--- config.mk ---
export PLATFORM = sky130hd
export DESIGN_NAME = ep_cpl_sched
export DESIGN_NICKNAME = d
export VERILOG_FILES = /design/src/rtl/ep_cpl_sched.sv
export SDC_FILE = /design/constraint.sdc
export NUM_CORES = 1
export LEC_CHECK = 0
export BUFFER_PORTS_ARGS = -buffer_cell sky130_fd_sc_hd__clkbuf_2
export CAP_MARGIN = 20
export CELL_PAD_IN_SITES_DETAIL_PLACEMENT = 1
export CELL_PAD_IN_SITES_GLOBAL_PLACEMENT = 2
export CORE_MARGIN = 10
export CORE_UTILIZATION = 35
export CTS_CLUSTER_SIZE = 20
export DETAILED_ROUTE_END_ITERATION = 8
export GPL_ROUTABILITY_DRIVEN = 0
export PLACE_DENSITY_LB_ADDON = 0.1
export REMOVE_ABC_BUFFERS = 1
export SYNTH_ARGS = -nofsm -noshare
export SYNTH_HDL_FRONTEND = slang
export SYNTH_SLANG_ARGS = --single-unit
--- constraint.sdc ---
create_clock -name clk -period 6.4 [get_ports clk]
set_input_delay 1.28 -clock clk [delete_from_list [all_inputs] [get_ports clk]]
set_output_delay 1.28 -clock clk [all_outputs]
set_load 0.01 [all_outputs]
--- src/rtl/ep_cpl_sched.sv ---
// rtl/ep_cpl_sched.sv - non-posted completion scheduler: descriptor FIFO, write fence, UR range check
module ep_cpl_sched #(
  parameter int DEPTH     = 8,
  parameter int PROG_FULL = 6,
  parameter int ADDR_W    = 13,
  parameter int MEM_WORDS = 2048,
  localparam int CW       = $clog2(DEPTH) + 1
) (
  input  logic              clk,
  input  logic              rst_n,
  input  logic              req_compl_i,
  input  logic              req_compl_with_data_i,
  input  logic [2:0]        req_tc_i,
  input  logic              req_td_i,
  input  logic              req_ep_i,
  input  logic [1:0]        req_attr_i,
  input  logic [9:0]        req_len_i,
  input  logic [15:0]       req_rid_i,
  input  logic [7:0]        req_tag_i,
  input  logic [7:0]        req_be_i,
  input  logic [ADDR_W-1:0] req_addr_i,
  output logic              to_rxe_compl_done_o,
  output logic              rx_np_ok,
  input  logic              wr_pending_i,
  output logic              req_compl_o,
  output logic              req_compl_with_data_o,
  output logic [2:0]        cpl_status_o,
  output logic [2:0]        req_tc_o,
  output logic              req_td_o,
  output logic              req_ep_o,
  output logic [1:0]        req_attr_o,
  output logic [9:0]        req_len_o,
  output logic [15:0]       req_rid_o,
  output logic [7:0]        req_tag_o,
  output logic [7:0]        req_be_o,
  output logic [ADDR_W-1:0] req_addr_o,
  input  logic              txe_compl_done_i,
  output logic [CW-1:0]     count_o,
  output logic              overflow_o
);

  localparam int AW = (DEPTH > 1) ? $clog2(DEPTH) : 1;
  // Sum width must hold both the DW address and a 1024-DW length without wrapping.
  localparam int SW = (ADDR_W + 1 > 12) ? ADDR_W + 1 : 12;
  localparam logic [SW-1:0] MEM_LIM = SW'(MEM_WORDS);

  typedef struct packed {
    logic              wd;
    logic              ur;
    logic              fence;
    logic [2:0]        tc;
    logic              td;
    logic              ep;
    logic [1:0]        attr;
    logic [9:0]        len;
    logic [15:0]       rid;
    logic [7:0]        tag;
    logic [7:0]        be;
    logic [ADDR_W-1:0] addr;
  } desc_t;

  typedef enum logic [1:0] {IDLE, FENCE, ISSUE} state_t;

  desc_t            mem_q [DEPTH];
  logic [AW-1:0]    wr_ptr_q, wr_ptr_d;
  logic [AW-1:0]    rd_ptr_q, rd_ptr_d;
  logic [CW-1:0]    count_q, count_d;
  logic             done_q;
  logic             ovf_q, ovf_d;
  logic             np_ok_q;
  state_t           state_q, state_d;

  logic             push, pop;
  logic [SW-1:0]    dw_ext, len_ext, end_dw;
  logic             is_ur;
  desc_t            new_desc, head;
  logic             show;

  always_comb begin
    dw_ext  = SW'(req_addr_i[ADDR_W-1:2]);
    len_ext = (req_len_i == 10'd0) ? SW'(1024) : SW'(req_len_i);
    end_dw  = dw_ext + len_ext;
    is_ur   = req_compl_with_data_i && (end_dw > MEM_LIM);
  end

  always_comb begin
    new_desc       = '0;
    new_desc.wd    = req_compl_with_data_i && !is_ur;
    new_desc.ur    = is_ur;
    new_desc.fence = wr_pending_i;
    new_desc.tc    = req_tc_i;
    new_desc.td    = req_td_i;
    new_desc.ep    = req_ep_i;
    new_desc.attr  = req_attr_i;
    new_desc.len   = is_ur ? 10'd0 : req_len_i;
    new_desc.rid   = req_rid_i;
    new_desc.tag   = req_tag_i;
    new_desc.be    = req_be_i;
    new_desc.addr  = req_addr_i;
  end

  // Acceptance uses the registered count, so a full FIFO refuses even if a pop is in flight.
  assign push = req_compl_i && (count_q < CW'(DEPTH));
  assign pop  = (state_q == ISSUE) && txe_compl_done_i;

  always_comb begin
    wr_ptr_d = push ? wr_ptr_q + AW'(1) : wr_ptr_q;
    rd_ptr_d = pop  ? rd_ptr_q + AW'(1) : rd_ptr_q;
    count_d  = count_q;
    if (push && !pop) count_d = count_q + CW'(1);
    else if (pop && !push) count_d = count_q - CW'(1);
    ovf_d = ovf_q || (req_compl_i && !push);
  end

  always_ff @(posedge clk) begin
    if (push) mem_q[wr_ptr_q] <= new_desc;
  end

  assign head = mem_q[rd_ptr_q];

  always_comb begin
    state_d = state_q;
    case (state_q)
      IDLE:    if (count_q != '0) state_d = FENCE;
      FENCE:   if (!head.fence || !wr_pending_i) state_d = ISSUE;
      ISSUE:   if (txe_compl_done_i) state_d = IDLE;
      default: state_d = IDLE;
    endcase
  end

  always_ff @(posedge clk or negedge rst_n) begin
    if (!rst_n) begin
      wr_ptr_q <= '0;
      rd_ptr_q <= '0;
      count_q  <= '0;
      done_q   <= 1'b0;
      ovf_q    <= 1'b0;
      np_ok_q  <= 1'b1;
      state_q  <= IDLE;
    end else begin
      wr_ptr_q <= wr_ptr_d;
      rd_ptr_q <= rd_ptr_d;
      count_q  <= count_d;
      done_q   <= push;
      ovf_q    <= ovf_d;
      np_ok_q  <= (count_d < CW'(PROG_FULL));
      state_q  <= state_d;
    end
  end

  // Head fields are only exposed once the FSM has latched onto an entry.
  assign show = (state_q != IDLE);

  assign to_rxe_compl_done_o   = done_q;
  assign rx_np_ok              = np_ok_q;
  assign count_o               = count_q;
  assign overflow_o            = ovf_q;
  assign req_compl_o           = (state_q == ISSUE);
  assign req_compl_with_data_o = show && head.wd;
  assign cpl_status_o          = (show && head.ur) ? 3'b001 : 3'b000;
  assign req_tc_o              = show ? head.tc   : '0;
  assign req_td_o              = show && head.td;
  assign req_ep_o              = show && head.ep;
  assign req_attr_o            = show ? head.attr : '0;
  assign req_len_o             = show ? head.len  : '0;
  assign req_rid_o             = show ? head.rid  : '0;
  assign req_tag_o             = show ? head.tag  : '0;
  assign req_be_o              = show ? head.be   : '0;
  assign req_addr_o            = show ? head.addr : '0;

endmodule

==> results of run 1 <==
metal layers:
metal	up-vias	wire length (um)	global-route usage [%]	share of wire (%)
met5	-	9	0	0.018
met4	2	879	3.30	1.7
met3	62	1930	2.83	3.8
met2	175	25300	24.3	49
met1	5670	23000	19.5	45
li1	4539	-	-	-
cells by family (layout without fill, tap and decap cells):
logic type | Yosys count | in the layout | synth area share, %
compound gates | 54 | 54 | 1.78
xor+xnor | 11 | 11 | 0.454
fa+ha+maj | 19 | 19 | 1.16
buf+inv | 70 | 287 | 1.35
flops | 535 | 535 | 75.4
mux | 197 | 197 | 17.0
other cells | 1 | 2 | 0.0177
simple gates | 133 | 133 | 2.90
final timing paths:
kind                                         start                       to
max                        rd_ptr_q[0]$_DFFE_PN0P_             req_len_o[4]
min                           overflow_o$_DFF_PN0_     overflow_o$_DFF_PN0_
max reg2reg                   count_o[3]$_DFF_PN0_   mem_q[4][46]$_DFFE_PP_
min reg2reg                   overflow_o$_DFF_PN0_     overflow_o$_DFF_PN0_
max in group asynchronous                    rst_n  rd_ptr_q[2]$_DFFE_PN0P_
min in group asynchronous                    rst_n   state_q[1]$_DFFE_PN0P_
worst max-delay path, cell delays in order, from the launching register on:
cell                       delay, ns
sky130_fd_sc_hd__dfrtp_4        0.99
sky130_fd_sc_hd__buf_12         0.33
sky130_fd_sc_hd__mux4_2         0.54
sky130_fd_sc_hd__mux2i_1        0.45
sky130_fd_sc_hd__nor2_1         0.07
sky130_fd_sc_hd__clkbuf_2       0.15
metrics by stage:
step	instances	cell area (um2)
after global placement	1907	23000
after CTS	2019	24900
final	2020	24900
after global routing	2020	24900
after floorplan	958	21000
after detailed placement	1907	23000
power by group:
part           internal [mW]  leakage (nW)  switching (mW)  total, mW
Combinational           1.47          2.49            1.77       3.24
Clock                   1.86         0.891            1.35       3.22
Sequential              4.33          4.89           0.334       4.67
placed cells by master, fill, tap and decap left out, types with 12 or more instances in the layout:
cell type and instances:
sky130_fd_sc_hd__mux2i_1 64, sky130_fd_sc_hd__nand2_1 15, sky130_fd_sc_hd__nor2_1 70, sky130_fd_sc_hd__mux4_2 130, sky130_fd_sc_hd__clkbuf_1 18, sky130_fd_sc_hd__buf_4 20, sky130_fd_sc_hd__nand4_1 12, sky130_fd_sc_hd__clkbuf_2 139
sky130_fd_sc_hd__clkbuf_16 61, sky130_fd_sc_hd__edfxtp_1 520, sky130_fd_sc_hd__ha_1 18, sky130_fd_sc_hd__clkinv_1 19
area by class of cell:
cell class | instances | area [um2] | area share [%]
clock buffers | 79 | 1590 | 6.41
clock inverters | 33 | 245 | 0.986
inverters | 7 | 26.3 | 0.106
multi-input cells | 416 | 5010 | 20.1
flip-flops and latches | 535 | 16000 | 64.3
well taps | 782 | 978 | 3.93
repair buffers | 168 | 1030 | 4.12
sequential cells by signal, summed over array words and instances (netlist names):
| name | flops |
|---|---|
| rx_np_ok | 1 |
| mem_q | 520 |
| count_o | 4 |
| overflow_o | 1 |
| rd_ptr_q | 3 |
| to_rxe_compl_done_o | 1 |
| wr_ptr_q | 3 |
| state_q | 2 |
==> flow_summary.toml, run 1 <==
[layout]
final_layout_size_suffix_gt1_share_pct = 31.8
antennaDiodeCount = 0
utilization_pct = 41.3
fin_nets = 1274
fill_cells = 5716
syn2layout_area_growth_pct = 17.3

[route]
drt_pre_antenna_iters = 4
drcViolationCount = 0
routed_wl_per_cell_um = 25.3
detailroute.via_count = 10400
postRouteAntennaNets = 0
routed_wirelength_um = 51100
drt_iter0_drc = 553
vias_per_cell = 5.17

[setup_path]
r2r_cells = 4
timing.critical_path.required_ns = 5.12
critPathLaunchType = "flip-flop"
timing.reg2reg.setup_slack_ns = 3.29
critical_path_class = "reg2out"
worst-path-max-fanout = 39
crit_path_end_kind = "primary output"
worstPathArrival_ns = 3.19

[clock_tree]
clkTransAtPathRegs_ns = 0.06
cts-buffers-inserted = 59
hold_buffers = 0
clock-sinks = 535
post-cts-setup-buffer-count = 0
worst_skew_pair.late_latency_ns = 0.62
tritoncts = "built"
ctsRootBufferMaster = "sky130_fd_sc_hd__clkbuf_16"
cts-root-to-sink-buffers = 3
post_cts.resized_instances = 0
cts-htree-levels = 2

[logic_synthesis]
synth.cells.most_frequent = "sky130_fd_sc_hd__edfxtp_1, sky130_fd_sc_hd__mux4_2, sky130_fd_sc_hd__nor2_1, sky130_fd_sc_hd__mux2i_1, sky130_fd_sc_hd__clkbuf_1"
synthDominantCellAreaShare_pct = 73.6
synth.cell_area_um2 = 21200
synthDominantAreaCellType = "sky130_fd_sc_hd__edfxtp_1"
synth.avg_cell_area_um2 = 20.8
total_number_of_yosys_warnings = 0
synth_edf_count = 520
async_flop_share_pct = 2.80
post_synth_inst_count = 1020
synth_most_common_cell = "sky130_fd_sc_hd__edfxtp_1"
synth_seq_area_share_pct = 75.4
postSynthRegisterBits = 535
synth.lib_cells_used.distinct = 50
synth_area_leaders = "sky130_fd_sc_hd__edfxtp_1, sky130_fd_sc_hd__mux4_2, sky130_fd_sc_hd__mux2i_1"
synthFlopType = "sky130_fd_sc_hd__edfxtp_1"

[floorplan]
num_rows = 90
pin_count = 142
area_enclosed_by_the_die_boundary_um2 = 70900
die_width_um = 266
die_height_um = 266
core_um2 = 60200
floorplan.initialDensity_pct = 35.2

[place]
dp_worst_setup_slack_ns = 1.55
port_buffers = 139
dp.final_hpwl_um = 28500

[sta]
finalHoldWorstSlack_ns = 0.460
totalNegativeSetupSlack_ns = 0
finalWorstSetupSlack_ns = 1.93
finalWorstPathRequiredPeriod_ns = 4.47
max_slew_margin_pct = 29.8
timing.final.hold_violations = 0
timing.fmax_ghz = 0.224
worst_tran_pin_value_ns = 1.05
fin_skew_ns = 0.0116
rsz0062_at_grt = "false"
slew_violations = 0
layout_worst_path_cycle_share_pct = 69.8
setup_viol = 0

[global_routing]
first_pass_grt_wire_length_um = 77400
grt_max_degree = 66
grt_antenna_before_repair = 1
grt_total_ovfl = 0
grt_pass1_vias = 11700
grt_use_total_pct = 14.6

[hold_path]
worst_hold_path.num_cells = 1
hold_path_class = "reg2reg"

[power_and_ir_drop]
cellLeakagePower_nw = 8.27
design_power_total_mw = 11.1
vdd_ir_drop_max_uv = 262
power.density_cell_area_nw_per_um2 = 447

[flow_run]
timing.max_cap.violations = 0

[outcome]
run_status = "completed"
Note: power is estimated with default switching activity, not from simulation.
==> run 2: changes to the inputs <==
- clock period: 6.4 -> 4.1 ns (I/O delays scaled with it)
==> run 2 against run 1 <==
  * Sequential share of layout area shrank 0.53 points
  * Clock skew fell by 0.0036 ns
  * First-iteration DRC count rose by 15%
  * Via count down 1.4%
  * Clock-buffer cell count down 13
  * Register-to-register slack lost 1.4 ns
  * Core utilization up 0.34 points
  * Largest power group unchanged
  * Highest routed layer unchanged
==> flow_summary.toml, run 2 (same netlist as run 1, synthesis figures left out) <==
[outcome]
run_status = "completed"

[power_and_ir_drop]
combPwrFrac_pct = 30.5
vdd_ir_drop_max_uv = 393
cellLeakagePower_nw = 8.36
power.share.switching_pct = 30.6
design_power_total_mw = 17.5
seqPwrFrac_pct = 40.2
power.density_cell_area_nw_per_um2 = 699
share_clk_of_total_power_pct = 29.2
internal-power_mw = 12.2
net_switching_power_mw = 5.38

[setup_path]
crit-reg2reg-capture = "mem_q[7][20]$_DFFE_PP_"
worstPathArrival_ns = 2.61
worstReg2RegStart = "count_o[3]$_DFF_PN0_"
crit_path_end = "req_len_o[4]"
critPathLaunchType = "flip-flop"
worst-path-max-fanout = 39
r2r_cells = 5
critical_path_class = "reg2out"
timing.critical_path.required_ns = 3.28
timing.reg2reg.setup_slack_ns = 1.87
crit_start = "rd_ptr_q[0]$_DFFE_PN0P_"
crit_path_end_kind = "primary output"

[sta]
timing.final.hold_violations = 0
finalHoldWorstSlack_ns = 0.150
totalNegativeSetupSlack_ns = 0
setup_viol = 0
finalWorstPathRequiredPeriod_ns = 3.43
timing.fmax_ghz = 0.291
rsz0062_at_grt = "false"
worst_tran_pin_value_ns = 0.804
fin_skew_ns = 0.00799
layout_worst_path_cycle_share_pct = 83.7
slew_violations = 0
max_slew_margin_pct = 46.4

[layout]
stdcell_count = 2026
layout.cells.most_common = "sky130_fd_sc_hd__edfxtp_1"
final_layout_size_suffix_gt1_share_pct = 33.0
layout.cells.most_common_list = "sky130_fd_sc_hd__edfxtp_1, sky130_fd_sc_hd__clkbuf_2, sky130_fd_sc_hd__mux4_2"
antennaDiodeCount = 0
largest_register_ff_count = 520
fill_cells = 5677
syn2layout_area_growth_pct = 18.2
utilization_pct = 41.6
max_flop_register = "mem_q"
fin_nets = 1284

[route]
routed_wirelength_um = 50500
drt_iter0_drc = 635
drcViolationCount = 0
routed_wl_per_cell_um = 24.9
postRouteAntennaNets = 0
vias_per_cell = 5.08
detailroute.via_count = 10300
drt_pre_antenna_iters = 5

[clock_tree]
clock-sinks = 535
post-cts-setup-buffer-count = 0
tritoncts = "built"
ctsRootBufferMaster = "sky130_fd_sc_hd__clkbuf_16"
cts-htree-levels = 2
hold_buffers = 0
cts-root-to-sink-buffers = 3
cts-buffers-inserted = 58
clkTransAtPathRegs_ns = 0.06
worst_skew_pair.late_latency_ns = 0.59
post_cts.resized_instances = 0

[place]
port_buffers = 139
placedCellCount = 1919
dp.final_hpwl_um = 28400

[global_routing]
grt_use_total_pct = 14.5
grt_antenna_before_repair = 1
first_pass_grt_wire_length_um = 76500
grt_total_ovfl = 0
grt_pass1_vias = 11600
grt_max_degree = 66

[floorplan]
die_height_um = 266
num_rows = 90
core_um2 = 60200
pin_count = 142
die_width_um = 266
floorplan.initialDensity_pct = 35.2
area_enclosed_by_the_die_boundary_um2 = 70900

[hold_path]
hold_path_class = "in2async"

[flow_run]
timing.max_cap.violations = 0
run 2: final cells by class:
cell class	count	area [um2]	area share, %
Sequential cell	535	16000	63.8
Multi-Input combinational cell	416	5010	20.0
Clock buffer	66	1500	5.99
Timing Repair Buffer	179	1200	4.77
Tap cell	782	978	3.90
Clock inverter	41	374	1.49
Inverter	7	26.3	0.105
run 2: critical path, stage by stage, from the launching register on:
cell,delay (ns)
sky130_fd_sc_hd__dfrtp_4,0.47
sky130_fd_sc_hd__buf_12,0.31
sky130_fd_sc_hd__mux4_2,0.55
sky130_fd_sc_hd__mux2i_1,0.40
sky130_fd_sc_hd__nor2_1,0.09
sky130_fd_sc_hd__clkbuf_2,0.16
run 2: how the worst min path moves through the flow:
stage / from / to
finish: rst_n / count_o[2]$_DFF_PN0_
global route: rst_n / count_o[2]$_DFF_PN0_
CTS: rst_n / rd_ptr_q[1]$_DFFE_PN0P_
detailed placement: overflow_o$_DFF_PN0_ / overflow_o$_DFF_PN0_
global placement: overflow_o$_DFF_PN0_ / overflow_o$_DFF_PN0_
floorplan: state_q[1]$_DFFE_PN0P_ / state_q[0]$_DFFE_PN0P_
run 2: routing by layer:
metal | up-vias | part of all wire, % | global-route usage [%]
met1 | 5514 | 45 | 19.6
met5 | - | 0.024 | 0
met3 | 66 | 4.4 | 2.75
met2 | 168 | 49 | 23.8
li1 | 4551 | - | -
met4 | 2 | 1.6 | 3.38
run 2: power by group through the flow:
stage	Sequential [mW]	Combinational, mW	Clock (mW)
2_1_floorplan	7.60	3.18	0
3_3_place_gp	7.16	5.60	0
3_5_place_dp	7.19	5.60	0
4_1_cts	7.08	5.61	5.31
5_1_grt	7.12	5.93	5.54
6_report	7.06	5.36	5.13
run 2: through the flow:
stage,setup WS (ns),area [um2]
floorplan,-2.69,21000
global placement,0.215,23200
CTS,0.590,25100
finish,0.668,25100
global route,0.478,25100
detailed placement,0.173,23200
